**config.mk**
```make
export PLATFORM = sky130hd
export DESIGN_NAME = alu_rpn_ctrl
export DESIGN_NICKNAME = d
export VERILOG_FILES = /design/src/rtl/alu_pkg.sv /design/src/rtl/alu_core.sv /design/src/rtl/alu_rpn_ctrl.sv
export SDC_FILE = /design/constraint.sdc
export NUM_CORES = 1
export LEC_CHECK = 0
export ABC_AREA = 1
export CORE_MARGIN = 3
export CORE_UTILIZATION = 57
export DETAILED_ROUTE_END_ITERATION = 8
export PLACE_DENSITY = 0.82
export SYNTH_ARGS = -nofsm -noshare
export SYNTH_HDL_FRONTEND = slang
export SYNTH_HIERARCHICAL = 1
export SYNTH_SLANG_ARGS = --single-unit
```
**constraint.sdc**
```tcl
create_clock -name clk -period 3 [get_ports clk]
set_clock_uncertainty 0.15 [all_clocks]
set_input_delay 0.6 -clock clk [delete_from_list [all_inputs] [get_ports clk]]
set_output_delay 0.6 -clock clk [all_outputs]
set_load 0.02 [all_outputs]
```
**src/rtl/alu_pkg.sv**
```systemverilog
// Shared types for the RPN ALU controller: opcodes, FSM states and the
// bit positions inside the {N,Z,C,V} status word.
package alu_pkg;

  typedef enum logic [1:0] {
    OP_ADD = 2'd0,
    OP_SUB = 2'd1,
    OP_OR  = 2'd2,
    OP_AND = 2'd3
  } opcode_e;

  typedef enum logic [1:0] {
    ST_WAIT_A      = 2'd0,
    ST_WAIT_B      = 2'd1,
    ST_WAIT_OP     = 2'd2,
    ST_SHOW_RESULT = 2'd3
  } state_e;

  localparam int STAT_N = 3;
  localparam int STAT_Z = 2;
  localparam int STAT_C = 1;
  localparam int STAT_V = 0;

  // The state encoding is dense, so the LED pattern is simply a shifted one.
  function automatic logic [3:0] state_onehot(input state_e s);
    return 4'b0001 << s;
  endfunction

endpackage

```
**src/rtl/alu_core.sv**
```systemverilog
// Combinational 4-function ALU: add/sub with carry/borrow and signed
// overflow, bitwise or/and with C and V forced low.
module alu_core
  import alu_pkg::*;
#(
  parameter int C_WIDTH = 8
) (
  input  logic [C_WIDTH-1:0] a_in,
  input  logic [C_WIDTH-1:0] b_in,
  input  opcode_e            op_in,
  output logic [C_WIDTH-1:0] result_out,
  output logic [3:0]         status_out
);

  logic [C_WIDTH:0]   wide;
  logic [C_WIDTH-1:0] res;
  logic               carry;
  logic               ovf;

  always_comb begin
    wide  = '0;
    res   = '0;
    carry = 1'b0;
    ovf   = 1'b0;
    case (op_in)
      OP_ADD: begin
        wide  = {1'b0, a_in} + {1'b0, b_in};
        res   = wide[C_WIDTH-1:0];
        carry = wide[C_WIDTH];
        ovf   = (a_in[C_WIDTH-1] == b_in[C_WIDTH-1]) && (res[C_WIDTH-1] != a_in[C_WIDTH-1]);
      end
      OP_SUB: begin
        // The extra MSB of the difference is the borrow out.
        wide  = {1'b0, a_in} - {1'b0, b_in};
        res   = wide[C_WIDTH-1:0];
        carry = wide[C_WIDTH];
        ovf   = (a_in[C_WIDTH-1] != b_in[C_WIDTH-1]) && (res[C_WIDTH-1] != a_in[C_WIDTH-1]);
      end
      OP_OR:   res = a_in | b_in;
      OP_AND:  res = a_in & b_in;
      default: res = '0;
    endcase
  end

  always_comb begin
    status_out         = '0;
    status_out[STAT_N] = res[C_WIDTH-1];
    status_out[STAT_Z] = (res == '0);
    status_out[STAT_C] = carry;
    status_out[STAT_V] = ovf;
  end

  assign result_out = res;

endmodule

```
**src/rtl/alu_rpn_ctrl.sv**
```systemverilog
// RPN sequencing controller: collects A, B and an opcode one enter at a
// time, latches the ALU result/flags and drives display value and LEDs.
module alu_rpn_ctrl
  import alu_pkg::*;
#(
  parameter int C_WIDTH = 8
) (
  input  logic               clk,
  input  logic               resetN,
  input  logic [C_WIDTH-1:0] data_in,
  input  logic [1:0]         op_in,
  input  logic               enter,
  input  logic               undo,
  input  logic               chain,
  output logic [C_WIDTH-1:0] disp_value,
  output logic [C_WIDTH-1:0] result,
  output logic [3:0]         status,
  output logic [3:0]         state_leds,
  output logic               result_valid
);

  state_e             state_q,  state_d;
  logic [C_WIDTH-1:0] a_q,      a_d;
  logic [C_WIDTH-1:0] b_q,      b_d;
  opcode_e            op_q,     op_d;
  logic [C_WIDTH-1:0] result_q, result_d;
  logic [3:0]         status_q, status_d;

  opcode_e            alu_op;
  logic [C_WIDTH-1:0] alu_result;
  logic [3:0]         alu_status;

  // Outside WAIT_OP the ALU idles on the last committed opcode; its output
  // is only captured on the WAIT_OP enter, where the live op_in is used.
  assign alu_op = (state_q == ST_WAIT_OP) ? opcode_e'(op_in) : op_q;

  alu_core #(
    .C_WIDTH(C_WIDTH)
  ) u_alu_core (
    .a_in      (a_q),
    .b_in      (b_q),
    .op_in     (alu_op),
    .result_out(alu_result),
    .status_out(alu_status)
  );

  always_comb begin
    state_d  = state_q;
    a_d      = a_q;
    b_d      = b_q;
    op_d     = op_q;
    result_d = result_q;
    status_d = status_q;
    if (undo) begin
      case (state_q)
        ST_WAIT_B:      state_d = ST_WAIT_A;
        ST_WAIT_OP:     state_d = ST_WAIT_B;
        ST_SHOW_RESULT: state_d = ST_WAIT_OP;
        default:        state_d = state_q;
      endcase
    end else if (enter) begin
      case (state_q)
        ST_WAIT_A: begin
          a_d     = data_in;
          state_d = ST_WAIT_B;
        end
        ST_WAIT_B: begin
          b_d     = data_in;
          state_d = ST_WAIT_OP;
        end
        ST_WAIT_OP: begin
          op_d     = opcode_e'(op_in);
          result_d = alu_result;
          status_d = alu_status;
          state_d  = ST_SHOW_RESULT;
        end
        default: begin
          a_d      = '0;
          b_d      = '0;
          op_d     = OP_ADD;
          result_d = '0;
          status_d = '0;
          state_d  = ST_WAIT_A;
        end
      endcase
    end else if (chain && (state_q == ST_SHOW_RESULT)) begin
      a_d     = result_q;
      state_d = ST_WAIT_B;
    end
  end

  always_ff @(posedge clk or negedge resetN) begin
    if (!resetN) begin
      state_q  <= ST_WAIT_A;
      a_q      <= '0;
      b_q      <= '0;
      op_q     <= OP_ADD;
      result_q <= '0;
      status_q <= '0;
    end else begin
      state_q  <= state_d;
      a_q      <= a_d;
      b_q      <= b_d;
      op_q     <= op_d;
      result_q <= result_d;
      status_q <= status_d;
    end
  end

  always_comb begin
    disp_value = data_in;
    case (state_q)
      ST_WAIT_OP:     disp_value = {{(C_WIDTH-2){1'b0}}, op_in};
      ST_SHOW_RESULT: disp_value = result_q;
      default:        disp_value = data_in;
    endcase
  end

  assign result       = result_q;
  assign status       = status_q;
  assign state_leds   = state_onehot(state_q);
  assign result_valid = (state_q == ST_SHOW_RESULT);

endmodule

```
==> results_dict.tcl, run 1 <==
set metrics [dict create \
    clockBufferDepth 2 \
    grt_pass1_vias 2921 \
    clock_latency_ns 0.29 \
    avgSynthCellArea_sq_um 6.96 \
    synth_edf_count 0 \
    area_growth_pct 15.7 \
    core_area_sq_um 5200 \
    cts.sinks 32 \
    boundaryPins 40 \
    start_kind "flip-flop" \
    overflow 0 \
    root_buffer "clkbuf_8" \
    h-tree-depth 2 \
    yosysMostFrequentCell "nand2_1" \
    detail_route.first_pass.iterations 5 \
    synth_nets 497 \
    regArea_sq_um 801 \
    clk_pin_slew_ns 0.07 \
    peakVddDrop_uv 661 \
    chipHeight_microns 80.1 \
    slew_violations 0 \
    multi_input_area_sq_um 1970 \
    die_x_microns 80.1 \
    period_minus_slack_ns 2.86 \
    maxCapViolCount 0 \
    design_power_total_mw 4.53 \
    drcViolationCount 0 \
    rsz0062_at_grt "false" \
    die-area_sq_um 6410 \
    numPortBuffers 39 \
    p_leak_nw 1.85 \
    crit_fanout 7 \
    synth_area_leaders "dfrtp_1 (26%), nand2_1 (19%), ha_1 (12%)" \
    drive_above_1_share 0.138 \
    fin_nets 533 \
    post_cts_buffers 0 \
    grt_max_degree 33 \
    gp_congestion 0.985 \
    hpwl_microns 6420 \
    p_per_area_nw_per_um2 1250 \
    insertedDiodeCount 0 \
    grt_antenna_before_repair 0 \
    totalWireLength_microns 8050 \
    synth_seq_area_share 0.256 \
    track_usage 0.276 \
    tightest_slew_ns 0.583 \
    initialDrtViolationCount 196 \
    slew_headroom 0.610 \
    drtAntennaViolNets 0 \
    wl_per_cell_microns 14.5 \
    critPathCaptureType "output pin" \
    floorplan.initialDensity 0.600 \
    grt_first_pass_wirelength_microns 13800 \
    worstPathRequired_ns 2.25 \
    fmax_mhz 350 \
    status "completed" \
    ys_types 39 \
    synthFlopType "dfrtp_1" \
    synth_cells 449 \
    synth_top_area_frac 0.256 \
    period_share 0.953 \
    yosys-top-cells-count "nand2_1 (156), inv_1 (59), nand3_1 (41), dfrtp_1 (32), ha_1 (31)" \
    synth-seq-cells 32 \
    tns_ns 0 \
    worstSetupPathType "flip-flop to output pin" \
    timing.final.hold_violations 0 \
    yosys.area.top_type "dfrtp_1" \
    setup_viol 0 \
    synth.cell_area_sq_um 3130 \
    dr_total_vias 2977 \
    vias_per_cell 5.35 \
    fillers 474 \
    hold_class "flip-flop to flip-flop" \
    async_flop_share 1.00 \
    yosysWarnings 6 \
    numCtsBuffers 5 \
    row_count 26 \
    arrival_ns 2.11 \
    cts_tree "done" \
]
-- routing by layer --
metal  vias up  share of wire  track usage
li1       1475              -            -
met1      1382           0.44        0.366
met2       104           0.48        0.461
met3        16          0.052       0.0415
met4         0          0.020       0.0845
met5         -              0            0
-- where the power goes --
group          total (mW)  switching (mW)  leakage, nW  internal [mW]
logic                3.37            2.12         1.37           1.26
clock network       0.328           0.167       0.0479          0.161
registers           0.829           0.223        0.433          0.606
-- worst max-delay path: stages (launching register included) --
cell,delay [ns]
dfrtp_1,0.44
inv_1,0.11
ha_2,0.27
nor2_4,0.19
nand2_1,0.07
o211ai_1,0.10
clkdlybuf4s50_1,0.63
-- sequential cells by signal, summed over array words and instances (netlist names) --
| name | flops |
|---|---|
| a_q | 8 |
| b_q | 8 |
| result | 8 |
| status | 4 |
| op_q | 2 |
| state_q | 2 |
-- logic make-up (layout without fill, tap and decap cells) --
| group | after synthesis | after routing | synth area share |
|---|---|---|---|
| AOI/OAI and AO/OA | 54 | 54 | 0.131 |
| xor gates and xnor gates | 3 | 3 | 0.00841 |
| adders and majority gates | 33 | 33 | 0.137 |
| buffers and inverters | 82 | 118 | 0.120 |
| DFF | 32 | 32 | 0.256 |
| and+or+nand+nor | 245 | 246 | 0.348 |
-- cell type report --
cell class / count / area share
Timing Repair Buffer: 43 / 0.116
Tap cell: 70 / 0.0242
Sequential cell: 32 / 0.221
Inverter: 67 / 0.0695
Clock buffer: 5 / 0.0190
Clock inverter: 3 / 0.00519
Multi-Input combinational cell: 336 / 0.544
-- placed cells by master, fill, tap and decap left out, types with 3 or more instances in the layout --
| cell type | count |
|---|---|
| ha_1 | 30 |
| a22o_1 | 6 |
| inv_1 | 59 |
| nor2_1 | 23 |
| dfrtp_1 | 32 |
| o21ai_2 | 22 |
| a21oi_1 | 8 |
| clkdlybuf4s50_1 | 39 |
| nand2_1 | 156 |
| o21ai_0 | 7 |
| clkbuf_8 | 5 |
| nand2_2 | 13 |
| o211ai_1 | 3 |
| nand3_1 | 41 |
| inv_2 | 8 |
| buf_4 | 4 |
| nor2_4 | 3 |
-- final timing paths --
path | from | end | slack, ns | cells past startpoint
min | status[1]$_DFFE_PN0P_ | status[1]$_DFFE_PN0P_ | 0.34 | 2
max | state_q[0]$_DFFE_PN0P_ | disp_value[0] | 0.14 | 6
max reg2reg | state_q[0]$_DFFE_PN0P_ | status[2]$_DFFE_PN0P_ | 0.30 | 15
max in group asynchronous | resetN | a_q[2]$_DFFE_PN0P_ | 1.83 | 2
min reg2reg | status[1]$_DFFE_PN0P_ | status[1]$_DFFE_PN0P_ | 0.34 | 2
min in group asynchronous | resetN | status[0]$_DFFE_PN0P_ | 0.56 | 2
-- timing repair --
item                       CTS  global route
hold buffers                 0             0
cloned                       0             1
pin swaps                    0             1
gates resized for setup      1             2
setup endpoints to repair    8             9
-- per-stage QoR --
stage	hold slack [ns]	instance area (sq um)	utilization	instances	setup WS, ns
final	0.344	3620	0.695	556	0.141
after global routing	0.363	3620	0.695	556	0.0319
after CTS	0.343	3600	0.692	555	0.0338
after detailed placement	0.324	3510	0.675	547	0.241
after global placement	0.315	3510	0.675	547	0.275
after floorplan	0.154	3130	-	449	0.523
(Power assumes the default switching activity.)
==> run 2, diff against run 1 <==
--- a/config.mk
+++ b/config.mk
@@ -10,6 +10,7 @@
 export CORE_UTILIZATION = 57
 export DETAILED_ROUTE_END_ITERATION = 8
 export PLACE_DENSITY = 0.82
+export REMOVE_ABC_BUFFERS = 1
 export SYNTH_ARGS = -nofsm -noshare
 export SYNTH_HDL_FRONTEND = slang
 export SYNTH_HIERARCHICAL = 1
==> run 2 against run 1 <==
  * First-iteration DRC count up 8.7%
  * Combinational power rose by 1%
  * Routed wire length is 3.3% lower
  * Sequential share of layout area decreased by 0.23 points
  * Setup slack improved by 0.011 ns
  * Global-route usage decreased by 1.2 points
  * Non-clock buffer count increased by 2
  * Final area rose by 1.0%
  * Clock power increased by 26%
  * Largest cell class unchanged
  * Critical path type unchanged
  * Clock-buffer cell count grew 1
  * Total power is 2.6% higher
  * Die area stayed put
==> results_dict.tcl, run 2 (same netlist as run 1, synthesis figures left out) <==
set metrics [dict create \
    status "completed" \
    boundaryPins 40 \
    clock_latency_ns 0.29 \
    r2r.worst_path.cells 15 \
    path_buf_inv 2 \
    setup_viol 0 \
    initialDrtViolationCount 213 \
    clk_pin_slew_ns 0.07 \
    tightest_slew_ns 0.574 \
    worstPathRequired_ns 2.25 \
    fmax_mhz 351 \
    worstSetupPathType "flip-flop to output pin" \
    cp_slowest_cell "clkdlybuf4s50_1" \
    place_inst 549 \
    start_kind "flip-flop" \
    die-area_sq_um 6410 \
    cpPeakStageDelay_ns 0.63 \
    fillers 439 \
    wl_per_cell_microns 13.9 \
    detail_route.first_pass.iterations 5 \
    tns_ns 0 \
    slew_violations 0 \
    fin_nets 535 \
    holdWs_ns 0.343 \
    mostFrequentLayoutCells "nand2_1 (155), inv_1 (59), nand3_1 (41)" \
    cts.sinks 32 \
    overflow 0 \
    p_per_area_nw_per_um2 1270 \
    totalWireLength_microns 7780 \
    crit_fanout 7 \
    timing.final.hold_violations 0 \
    mostFrequentLayoutCell "nand2_1" \
    area_growth_pct 16.9 \
    floorplan.initialDensity 0.600 \
    drive_above_1_share 0.141 \
    cpLargestDelayFamily "buffers and inverters" \
    vias_per_cell 5.30 \
    clockBufferDepth 2 \
    insertedDiodeCount 0 \
    peakVddDrop_uv 900 \
    chipHeight_microns 80.1 \
    rsz0062_at_grt "false" \
    drcViolationCount 0 \
    row_count 26 \
    slew_headroom 0.616 \
    path_cells "inv_1, ha_2, nor2_4, nand2_1, o211ai_1, clkdlybuf4s50_1" \
    dr_total_vias 2956 \
    grt_antenna_before_repair 0 \
    gp_congestion 0.940 \
    drtAntennaViolNets 0 \
    track_usage 0.264 \
    maxCapViolCount 0 \
    critPathCaptureType "output pin" \
    hpwl_microns 5990 \
    cts_tree "done" \
    p_leak_nw 1.87 \
    core_area_sq_um 5200 \
    rrSetupSlack_ns 0.30 \
    root_buffer "clkbuf_8" \
    period_minus_slack_ns 2.85 \
    grt_first_pass_wirelength_microns 13400 \
    cp.depth 6 \
    numPortBuffers 39 \
    period_share 0.949 \
    arrival_ns 2.10 \
    grt_pass1_vias 2839 \
    die_x_microns 80.1 \
    hold_class "flip-flop to flip-flop" \
    grt_max_degree 33 \
    holdPathStages 2 \
    h-tree-depth 2 \
    instances_no_fill 558 \
    numCtsBuffers 5 \
]
==> run 2: report_power, final <==
group	total (mW)	internal [mW]	switching, mW
clock network	0.414	0.246	0.168
registers	0.809	0.606	0.203
logic	3.42	1.26	2.17
total	4.65	2.11	2.54
==> run 2: layout make-up <==
type	instances	area, sq um	area share
clock buffers	6	72.6	0.0199
clock inverters	2	35.0	0.00959
inverters	67	251	0.0688
multi-input cells	336	1970	0.540
flip-flops and latches	32	801	0.219
well taps	70	87.6	0.0240
repair buffers	45	435	0.119
==> run 2: path summary, 6_finish.rpt <==
kind | start | to
setup / recovery | state_q[0]$_DFFE_PN0P_ | disp_value[0]
hold / removal | status[1]$_DFFE_PN0P_ | status[1]$_DFFE_PN0P_
setup reg to reg | state_q[0]$_DFFE_PN0P_ | status[2]$_DFFE_PN0P_
hold reg to reg | status[1]$_DFFE_PN0P_ | status[1]$_DFFE_PN0P_
max in group asynchronous | resetN | result[2]$_DFFE_PN0P_
min in group asynchronous | resetN | status[1]$_DFFE_PN0P_
==> run 2: worst register-to-register path, delay by kind of cell, from the launching register on <==
family / cells / cell delay [ns]
adders and majority gates: 1 / 0.31
DFF: 1 / 0.44
and+or+nand+nor: 10 / 1.31
AOI/OAI and AO/OA: 1 / 0.13
buffers and inverters: 3 / 0.30
==> run 2: routing by layer <==
| layer | GRT usage | share of wire | vias up |
|---|---|---|---|
| li1 | - | - | 1476 |
| met1 | 0.365 | 0.43 | 1362 |
| met3 | 0.0448 | 0.069 | 14 |
| met5 | 0 | 0 | - |
| met4 | 0.0878 | 0.019 | 0 |
| met2 | 0.416 | 0.48 | 104 |
==> run 2: repair_timing <==
action / in CTS / in global routing
cloned: 0 / 1
pin swaps: 0 / 1
gates resized for setup: 1 / 3
hold buffers: 0 / 0
endpoints found under the setup margin: 8 / 9
buffers inserted: 0 / 0
==> run 2: per-stage QoR <==
step | power [mW] | setup WS [ns] | util | area, sq um
after floorplan | 3.17 | 0.512 | - | 3000
after global placement | 4.08 | 0.221 | 0.677 | 3530
after detailed placement | 4.15 | 0.209 | 0.677 | 3530
after CTS | 4.59 | 0.0205 | 0.699 | 3640
after global routing | 5.11 | 0.0321 | 0.702 | 3650
final | 4.65 | 0.152 | 0.702 | 3650
